## src/rtl/vga_timing.sv

```systemverilog
// Raster timing generator: pixel strobe, h/v counters, blanking, syncs,
// line/frame start pulses and a free-running frame counter.
module vga_timing #(
  parameter int CLK_DIV   = 2,
  parameter int H_VISIBLE = 640,
  parameter int H_FRONT   = 16,
  parameter int H_SYNC    = 96,
  parameter int H_BACK    = 48,
  parameter int V_VISIBLE = 480,
  parameter int V_FRONT   = 10,
  parameter int V_SYNC    = 2,
  parameter int V_BACK    = 33,
  parameter bit SYNC_POL  = 1'b0
) (
  input  logic        clk,
  input  logic        reset,
  output logic        pixEn,
  output logic [9:0]  hCount,
  output logic [9:0]  vCount,
  output logic        bright,
  output logic        hSync,
  output logic        vSync,
  output logic        lineStart,
  output logic        frameStart,
  output logic [15:0] frameCount
);

  localparam int H_TOTAL = H_VISIBLE + H_FRONT + H_SYNC + H_BACK;
  localparam int V_TOTAL = V_VISIBLE + V_FRONT + V_SYNC + V_BACK;
  localparam int DIV_W   = (CLK_DIV > 1) ? $clog2(CLK_DIV) : 1;

  localparam logic [DIV_W-1:0] DIV_LAST = DIV_W'(CLK_DIV - 1);
  localparam logic [9:0] H_LAST = 10'(H_TOTAL - 1);
  localparam logic [9:0] V_LAST = 10'(V_TOTAL - 1);
  localparam logic [9:0] H_VIS  = 10'(H_VISIBLE);
  localparam logic [9:0] V_VIS  = 10'(V_VISIBLE);
  localparam logic [9:0] HS_BEG = 10'(H_VISIBLE + H_FRONT);
  localparam logic [9:0] HS_END = 10'(H_VISIBLE + H_FRONT + H_SYNC);
  localparam logic [9:0] VS_BEG = 10'(V_VISIBLE + V_FRONT);
  localparam logic [9:0] VS_END = 10'(V_VISIBLE + V_FRONT + V_SYNC);

  logic [DIV_W-1:0] divCnt;
  logic             tick, h_wrap, v_wrap;
  logic [9:0]       h_nxt, v_nxt;

  // Next counter values; status outputs are derived from these so they
  // land in the same register stage as the counters themselves.
  always_comb begin
    tick   = (divCnt == DIV_LAST);
    h_wrap = tick && (hCount == H_LAST);
    v_wrap = h_wrap && (vCount == V_LAST);
    h_nxt  = hCount;
    v_nxt  = vCount;
    if (tick)   h_nxt = h_wrap ? 10'd0 : hCount + 10'd1;
    if (h_wrap) v_nxt = v_wrap ? 10'd0 : vCount + 10'd1;
  end

  always_ff @(posedge clk) begin
    if (reset) begin
      divCnt     <= '0;
      pixEn      <= 1'b0;
      hCount     <= '0;
      vCount     <= '0;
      bright     <= 1'b0;
      hSync      <= ~SYNC_POL;
      vSync      <= ~SYNC_POL;
      lineStart  <= 1'b0;
      frameStart <= 1'b0;
      frameCount <= '0;
    end else begin
      divCnt     <= tick ? '0 : divCnt + 1'b1;
      pixEn      <= tick;
      hCount     <= h_nxt;
      vCount     <= v_nxt;
      bright     <= (h_nxt < H_VIS) && (v_nxt < V_VIS);
      hSync      <= ((h_nxt >= HS_BEG) && (h_nxt < HS_END)) ? SYNC_POL : ~SYNC_POL;
      vSync      <= ((v_nxt >= VS_BEG) && (v_nxt < VS_END)) ? SYNC_POL : ~SYNC_POL;
      lineStart  <= h_wrap;
      frameStart <= v_wrap;
      if (v_wrap) frameCount <= frameCount + 16'd1;
    end
  end

endmodule

```

## config.mk

```make
export PLATFORM = sky130hd
export DESIGN_NAME = vga_timing
export DESIGN_NICKNAME = d
export VERILOG_FILES = /design/src/rtl/vga_timing.sv
export SDC_FILE = /design/constraint.sdc
export NUM_CORES = 1
export LEC_CHECK = 0
export BUFFER_PORTS_ARGS = -buffer_cell sky130_fd_sc_hd__buf_2
export CAP_MARGIN = 10
export CORE_MARGIN = 2
export CORE_UTILIZATION = 51
export CTS_BUF_LIST = sky130_fd_sc_hd__clkbuf_8
export CTS_CLUSTER_SIZE = 16
export DETAILED_ROUTE_END_ITERATION = 16
export PLACE_DENSITY = 0.77
export SETUP_SLACK_MARGIN = 0.1
export SKIP_CTS_REPAIR_TIMING = 1
export SYNTH_ARGS = -nofsm -noshare
export SYNTH_HDL_FRONTEND = slang
export SYNTH_SLANG_ARGS = --single-unit
```

## constraint.sdc

```tcl
create_clock -name clk -period 2.2 [get_ports clk]
set_input_delay 0 -clock clk [delete_from_list [all_inputs] [get_ports clk]]
set_output_delay 0 -clock clk [all_outputs]
set_load 0.02 [all_outputs]
```

==> reports/metrics.yaml, run 1 <==
grt_pass1_vias: 1875
synth_seq_cells: 43
portBuffers: 43
clk_pin_slew_ns: 0.09
h-tree-depth: 2
worstPathRequired_ns: 2.40
tightest_slew_ns: 0.7019
hold_depth: 2
cts_root_buf: "clkbuf_8"
fin_cells: 356
start_kind: "flop"
vias_per_cell: 5.626
setup.worst_path.class: "flop to flop"
final-seq-area_sq_um: 870.8
rsz0062_at_grt: "true"
vias: 2003
insertedDiodeCount: 0
yosysWarnings: 0
post-route-min-period_ns: 2.037
io_pins: 44
fin_setup_tns_ns: 0
gr-usage-all-layers_pct: 21.94
path_delay_family: "simple AND/OR/NAND/NOR gates"
cap_violations: 0
cp-end-kind: "flop"
nets: 311
netlist-cell-type-count: 47
layout_commonest_cell: "buf_2"
syn_inst: 254
synth_edf_count: 0
syn_area_sq_um: 2191
reg2reg_depth: 6
multi_input_area_sq_um: 1270
wl_per_cell_microns: 14.37
final_area_sq_um: 2646
critPathSlowestCell: "or3_4"
drtAntennaViolNets: 0
layout_common_cells: "43 x buf_2, 39 x dfxtp_1, 34 x nor2_1"
rrSetupSlack_ns: 0.16
drtIter0Drc: 106
overflow: 0
synth_ff_type: "dfxtp_1"
placed_area_sq_um: 2532
ys_async_sr_fraction_pct: 0
r2r-start: "hCount[5]"
routed_wl_microns: 5115
dieArea_sq_um: 4836
gp_congestion: 0.9179
clkSinkCount: 43
relSlewSlack_pct: 53.21
p_leak_uw: 0.001051
clock_path_buffers: 2
vdd_ir_drop_max_v: 0.0002841
reg2reg_to: "frameCount[15]"
antenna_found_initial: 0
grt_pass1_wl_microns: 8673
grt_max_degree: 40
dieHeight_microns: 69.54
fmax_ghz: 0.4909
status: "completed"
slew_viol_final: 0
start_util_pct: 53.99
worstHoldStart: "reset"
drive_above_1_share_pct: 29.41
syn_nets: 260
slowest_delay_ns: 0.40
worstPathArrival_ns: 2.24
min_to: "divCnt"
finalSetupViolCount: 0
dr.pass1.iters: 4
core_area_sq_um: 4058
clock_latency_ns: 0.30
yosysSeqAreaShare_pct: 39.29
die_w_microns: 69.54
place.detailed.hpwl_microns: 3690
placed_cells_incl_taps: 346
syn2layout_area_growth_pct: 20.79
path_buf_inv: 1
final_core_utilization_pct: 65.22
hold_path_class: "primary input to flop"
nFillCells: 344
crit_fanout: 5
drc: 0
power_density_nw_per_um2: 515.7
finClkSkew_ns: 0.007682
cts_inserted_buffers: 5
syn_avg_cell_area_sq_um: 8.625
finalHoldViolations: 0
rows: 23
cp_cell_sequence: "buf_4 -> and4b_1 -> nand4_1 -> or3_4 -> nor4_2 -> mux2_2"
fin_crit_sh_pct: 92.59
cts_tree: "done"
## how the worst max path moves through the flow
stage                         start             end  slack [ns]  cells after the start
after floorplan           hCount[2]  frameCount[15]        0.10                      5
after global placement    hCount[0]  frameCount[15]        0.22                      6
after detailed placement  vCount[8]  frameCount[15]        0.14                      5
after CTS                 vCount[8]  frameCount[15]        0.13                      5
after global routing      hCount[5]           vSync        0.07                      6
final                     hCount[5]  frameCount[15]        0.16                      6
## worst register-to-register path, stage by stage, from the launching register on
cell	delay [ns]
dfxtp_1	0.32
buf_4	0.15
and4b_1	0.26
nand4_1	0.16
or3_4	0.40
nor4_2	0.28
mux2_2	0.37
## area by class of cell
type / count / share of cell area [%]
multi-input cells: 190 / 47.99
flip-flops and latches: 43 / 32.91
repair buffers: 58 / 12.39
clock buffers: 5 / 2.600
well taps: 50 / 2.364
inverters: 7 / 0.9929
clock inverters: 3 / 0.7565
## cells in the mapped netlist (all sizes together), types with 2 or more instances
master / number / area [sq um]
o21ai: 4 / 20.02
xnor2: 16 / 140.1
nor2: 35 / 133.9
o211ai: 3 / 22.52
inv: 7 / 26.28
nand4: 13 / 93.84
xor2: 7 / 61.31
nand2: 15 / 56.30
nand2b: 3 / 18.77
or3: 4 / 30.03
nor3: 14 / 81.33
a41o: 2 / 20.02
nor2b: 5 / 31.28
and2: 2 / 12.51
a21oi: 11 / 55.05
mux2i: 2 / 20.02
clkbuf: 5 / 20.01
or2: 4 / 25.02
nor4: 6 / 52.55
o22ai: 2 / 12.51
nand3: 13 / 65.06
or4: 3 / 22.52
and3: 5 / 31.28
buf: 9 / 56.30
o31ai: 3 / 22.52
mux2: 3 / 33.78
dfxtp: 43 / 860.8
and4: 2 / 17.52
ha: 4 / 50.05
## metal layers
metal  wire, microns  GRT usage [%]
met1            2371          29.53
met2            2456          35.47
met3             214          3.634
met4              72          7.843
met5               0              0
## registers in the layout, summed over array words and instances, names as in the netlist
| register | count |
|---|---|
| lineStart | 1 |
| bright | 1 |
| pixEn | 1 |
| vCount | 10 |
| vSync | 1 |
| frameCount | 16 |
| hSync | 1 |
| divCnt | 1 |
| hCount | 10 |
| frameStart | 1 |
## power by group
group          total, uW  internal, uW  switching [uW]  leakage (uW)
combinational       62.6          23.3            39.3      0.000661
sequential           795           786            8.88      0.000350
clock                507           221             286     0.0000402
## stage by stage
stage | power (uW) | hold WS (ns) | setup WS (ns)
floorplan | 859.2 | 0.2400 | 0.1009
global placement | 874.6 | 0.4167 | 0.2162
detailed placement | 876.2 | 0.4155 | 0.1395
CTS | 1370 | 0.2176 | 0.1339
global route | 1406 | 0.2785 | 0.07054
finish | 1365 | 0.2168 | 0.1631
## kinds of logic after synthesis
group	Yosys count	synth area share, %
muxes	5	2.456
and+or+nand+nor	127	32.84
buffers and inverters	21	4.683
adders and majority gates	4	2.285
AOI/OAI and AO/OA	31	9.252
DFF	43	39.29
xor gates and xnor gates	23	9.195
No activity file was read; power rests on OpenSTA's default activity.
==> inputs of run 2 (changes only) <==
Settings changed: CORE_ASPECT_RATIO set to 0.7.
==> run 2 against run 1 <==
- die area increased by 0.17%
- sequential power about the same
- clock-buffer cell count unchanged
- clock skew increased by 0.0066 ns
- critical path type unchanged
==> reports/metrics.yaml, run 2 (synthesis gave the netlist of run 1 again) <==
placed_cells_incl_taps: 347  # +0.29%
cp_cell_sequence: "or4b_4 -> or3_1 -> nor4_4 -> xnor2_1 -> nor2_2"
finClkSkew_ns: 0.01424  # +0.006553 ns
reg2reg_to: "vCount[8]"
cts_inserted_buffers: 5  # unchanged
die_w_microns: 82.34  # +18%
grt_pass1_wl_microns: 8128  # -6.3%
power_density_nw_per_um2: 514.6  # -0.22%
switching_share_pct: 23.86  # -0.64 points
dieArea_sq_um: 4844  # +0.17%
clkSinkCount: 43  # unchanged
relSlewSlack_pct: 53.43  # +0.22 points
drive_above_1_share_pct: 28.05  # -1.4 points
rows: 19  # -17%
dr.pass1.iters: 4  # unchanged
gr-usage-all-layers_pct: 22.32  # +0.38 points
h-tree-depth: 2  # unchanged
path_delay_family: "simple AND/OR/NAND/NOR gates"
cts_root_buf: "clkbuf_8"
setup.worst_path.class: "flop to flop"
largest-register: "frameCount"
overflow: 0  # unchanged
hold_path_class: "primary input to flop"
slowest_delay_ns: 0.56  # +0.16 ns
clk_pin_slew_ns: 0.09  # about the same
vias: 1975  # -1.4%
clock_latency_ns: 0.31  # about the same
status: "completed"
nFillCells: 353  # +2.6%
vdd_ir_drop_max_v: 0.0004756  # +67%
reg2reg_depth: 5  # -1
fin_setup_tns_ns: 0  # unchanged
worstHoldStart: "reset"
insertedDiodeCount: 0  # unchanged
power_frac_seq_pct: 58.9  # +0.7 points
place.detailed.hpwl_microns: 3678  # -0.31%
antenna_found_initial: 0  # unchanged
cts_tree: "done"
syn2layout_area_growth_pct: 19.76
power.net_switching_uw: 322.2  # -3.7%
critPathSlowestCell: "or4b_4"
r2r-start: "hCount[5]"
finalSetupViolCount: 0  # unchanged
worstPathArrival_ns: 2.21  # -0.03 ns
clockPowerShare_pct: 36.5  # -0.7 points
start_util_pct: 54.53  # +0.54 points
combinationalPowerShare_pct: 4.6  # about the same
power_report.internal_total_uw: 1028  # -0.23%
drtIter0Drc: 145  # +37%
fmax_ghz: 0.5006  # +2.0%
dieHeight_microns: 58.84  # -15%
p_leak_uw: 0.001049  # -0.22%
drtAntennaViolNets: 0  # unchanged
rrSetupSlack_ns: 0.20  # +0.04 ns
hold_depth: 2  # unchanged
start_kind: "flop"
layout_commonest_cell: "buf_2"
cp-end-kind: "flop"
gp_congestion: 0.8727  # -4.9%
fin_crit_sh_pct: 90.80  # -1.8 points
crit_fanout: 8  # +3
grt_max_degree: 40  # unchanged
drc: 0  # unchanged
core_area_sq_um: 4018  # -0.99%
min_to: "divCnt"
nets: 308  # -0.96%
clock_path_buffers: 2  # unchanged
reg.largest.list: "frameCount (16), hCount (10), vCount (10)"
largest_reg_flops: 16  # unchanged
io_pins: 44  # unchanged
routed_wl_microns: 4985  # -2.5%
finalHoldViolations: 0  # unchanged
path_buf_inv: 0  # -1
slew_viol_final: 0  # unchanged
vias_per_cell: 5.563  # -1.1%
fin_cells: 355  # -0.28%
portBuffers: 43  # unchanged
wl_per_cell_microns: 14.04  # -2.3%
post-route-min-period_ns: 1.998  # -0.03938 ns
worstPathRequired_ns: 2.41  # about the same
layout_common_cells: "43 x buf_2, 39 x dfxtp_1, 34 x nor2_1"
cap_violations: 0  # unchanged
tightest_slew_ns: 0.6985  # -0.003323 ns
grt_pass1_vias: 1665  # -11%
rsz0062_at_grt: "true"
## run 2: cell types whose count changed in the layout (fill, tap and decap cells not counted), sizes merged
cell      change
buf           -3
clkinvlp      -2
inv           +2
## run 2: how the worst max path moves through the flow
stage	start	end	depth (start not counted)
2_1_floorplan	hCount[2]	frameCount[15]	5
3_3_place_gp	hCount[5]	vSync	6
3_5_place_dp	hCount[5]	vCount[8]	5
4_1_cts	hCount[5]	frameCount[12]	5
5_1_grt	hCount[5]	frameCount[12]	5
6_report	hCount[5]	vCount[8]	5
## run 2: stage by stage
stage / total power, uW / worst slack (ns) / instance area [sq um] / util (%) / hold WS (ns)
finish: 1350 / 0.2025 / 2624 / 65.31 / 0.2222
global route: 1417 / 0.09428 / 2624 / 65.31 / 0.2463
CTS: 1364 / 0.1781 / 2611 / 65.00 / 0.2256
detailed placement: 875.9 / 0.1863 / 2527 / 62.91 / 0.4167
global placement: 875.3 / 0.2215 / 2527 / 62.91 / 0.4167
floorplan: 859.2 / 0.1009 / 2246 / - / 0.2400
## run 2: per-layer routing
| metal | GRT usage [%] | vias up | part of all wire, % |
|---|---|---|---|
| li1 | - | 998 | - |
| met1 | 35.21 | 893 | 49 |
| met2 | 28.34 | 82 | 41 |
| met3 | 7.055 | 2 | 9.1 |
| met4 | 6.190 | 0 | 0.50 |
| met5 | 0 | - | 0 |
## run 2: power groups by stage
| stage | clock, uW | combinational [uW] | sequential, uW |
|---|---|---|---|
| finish | 493 | 62.2 | 795 |
| floorplan | 0 | 38.0 | 821 |
| detailed placement | 0 | 62.8 | 813 |
| global placement | 0 | 61.9 | 813 |
| global route | 551 | 68.8 | 797 |
| CTS | 506 | 63.1 | 795 |
## run 2: cell type report
type	count	area [sq um]	share of cell area (%)
Multi-Input combinational cell	190	1269	48.35
Sequential cell	43	870.8	33.19
Timing Repair Buffer	55	309.0	11.78
Clock buffer	5	68.82	2.623
Tap cell	52	65.06	2.480
Inverter	7	26.28	1.001
Clock inverter	3	15.01	0.5722
==> inputs of run 3 (changes only) <==
Settings changed: CELL_PAD_IN_SITES_DETAIL_PLACEMENT set to 1, CELL_PAD_IN_SITES_GLOBAL_PLACEMENT set to 1, CORE_UTILIZATION 51 to 38.
==> run 3 against run 2 <==
- fmax down 3.7%
- critical path type unchanged
- final cell count up 7.0%
- die area up 32%
- hold slack better by 0.030 ns
- global-route usage down 3.2 points
- clock skew down 0.0087 ns
- non-clock buffer count up 2
- setup slack worse by 0.077 ns
- largest cell class unchanged
- via count up 3.4%
==> reports/metrics.yaml, run 3 (synthesis gave the netlist of run 1 again) <==
post-route-min-period_ns: 2.074  # +0.07686 ns
portBuffers: 43  # unchanged
drtAntennaViolNets: 0  # unchanged
layout_common_cells: "43 x buf_2, 36 x dfxtp_1, 34 x nor2_1"
wl_met3_microns: 254  # -44%
io_pins: 44  # unchanged
worstPathArrival_ns: 2.26  # +0.05 ns
core_area_sq_um: 5640  # +40%
largest_reg_flops: 16  # unchanged
overflow: 0  # unchanged
top_layer: "met4"
rows: 23  # +4
wl_per_cell_microns: 15.54  # +11%
place.detailed.hpwl_microns: 4330  # +18%
relSlewSlack_pct: 50.80  # -2.6 points
setup.worst_path.class: "flop to flop"
finalSetupViolCount: 0  # unchanged
status: "completed"
crit_fanout: 8  # unchanged
largest-register: "frameCount"
worstPathRequired_ns: 2.39  # -0.02 ns
tightest_slew_ns: 0.7379  # +0.03938 ns
drtIter0Drc: 112  # -23%
fmax_ghz: 0.4821  # -3.7%
antenna_found_initial: 0  # unchanged
grt_pass1_vias: 1934  # +16%
fin_crit_sh_pct: 94.29  # +3.5 points
drc: 0  # unchanged
layout_commonest_cell: "buf_2"
cts_root_buf: "clkbuf_8"
fin_setup_tns_ns: 0  # unchanged
clock_path_buffers: 2  # unchanged
p_leak_uw: 0.001073  # +2.3%
dr.pass1.iters: 6  # +2
cp-end-kind: "flop"
hold_path_class: "primary input to flop"
finalHoldViolations: 0  # unchanged
start_kind: "flop"
gr-usage-all-layers_pct: 19.08  # -3.2 points
start_util_pct: 38.84  # -16 points
path_buf_inv: 1  # +1
syn2layout_area_growth_pct: 22.50
die_w_microns: 94.76  # +15%
routed_wl_microns: 5904  # +18%
clk_pin_slew_ns: 0.08  # about the same
cap_violations: 0  # unchanged
dieHeight_microns: 67.53  # +15%
rsz0062_at_grt: "true"
clock_latency_ns: 0.29  # -0.02 ns
clkSinkCount: 43  # unchanged
nets: 310  # +0.65%
cp_cell_sequence: "nor4b_4 -> buf_4 -> nand4_4 -> or3_4 -> nor3_1 -> mux2_2"
slew_viol_final: 0  # unchanged
vdd_ir_drop_max_v: 0.0002169  # -54%
vias: 2043  # +3.4%
insertedDiodeCount: 0  # unchanged
path_delay_family: "simple AND/OR/NAND/NOR gates"
finClkSkew_ns: 0.005517  # -0.008718 ns
cts_inserted_buffers: 5  # unchanged
cts_tree: "done"
h-tree-depth: 2  # unchanged
wl_met1_microns: 2917  # +19%
power_density_nw_per_um2: 503.6  # -2.1%
gp_congestion: 0.8373  # -4.1%
grt_pass1_wl_microns: 9556  # +18%
critPathSlowestCell: "or3_4"
slowest_delay_ns: 0.44  # -0.12 ns
total_power_uw: 1352  # about the same
reg.largest.list: "frameCount (16), hCount (10), vCount (10)"
drive_above_1_share_pct: 30.49  # +2.4 points
wl_met2_microns: 2715  # +33%
dieArea_sq_um: 6398  # +32%
vias_per_cell: 5.376  # -3.4%
grt_max_degree: 40  # unchanged
==> run 3: cell count changes in the layout (fill, tap and decap cells not counted), moves of 2 or more <==
cell      before  now
dfxtp_1       39   36
dfxtp_2        2    5
buf_4         11   13
clkinv_2       1    3
==> run 3: where the power goes <==
part / internal, uW / switching [uW] / total (uW)
Combinational: 26.0 / 41.6 / 67.6
Sequential: 786 / 9.12 / 796
Clock: 218 / 271 / 488
Total: 1030 / 321 / 1350
==> run 3: metrics by stage <==
stage	setup slack [ns]	area, sq um	util (%)	hold WS, ns	std cells
5_1_grt	0.05156	2684	47.58	0.2766	380
6_report	0.1256	2684	47.58	0.2524	380
4_1_cts	0.1055	2648	46.94	0.2424	379
3_3_place_gp	0.1721	2564	45.45	0.4169	371
2_1_floorplan	0.1009	2246	-	0.2400	254
3_5_place_dp	0.1569	2564	45.45	0.4175	371
==> run 3: cell type report <==
type	instances	area (sq um)
Multi-Input combinational cell	190	1281
Clock buffer	5	68.82
Timing Repair Buffer	57	324.1
Tap cell	75	93.84
Inverter	7	26.28
Clock inverter	3	15.01
Fill cell	705	2957
Sequential cell	43	874.6
==> run 3: layer usage <==
metal | vias up | GRT usage [%]
met4 | 0 | 3.080
met3 | 2 | 4.353
met1 | 1012 | 27.53
met2 | 34 | 29.70
met5 | - | 0
li1 | 995 | -
==> run 3: worst paths after layout <==
check | start | endpoint | slack (ns) | cells past startpoint
min reg2reg | frameCount[8] | frameCount[8] | 0.51 | 2
max | vCount[5] | frameCount[11] | 0.13 | 6
max reg2reg | vCount[5] | frameCount[11] | 0.13 | 6
min | reset | divCnt | 0.25 | 2
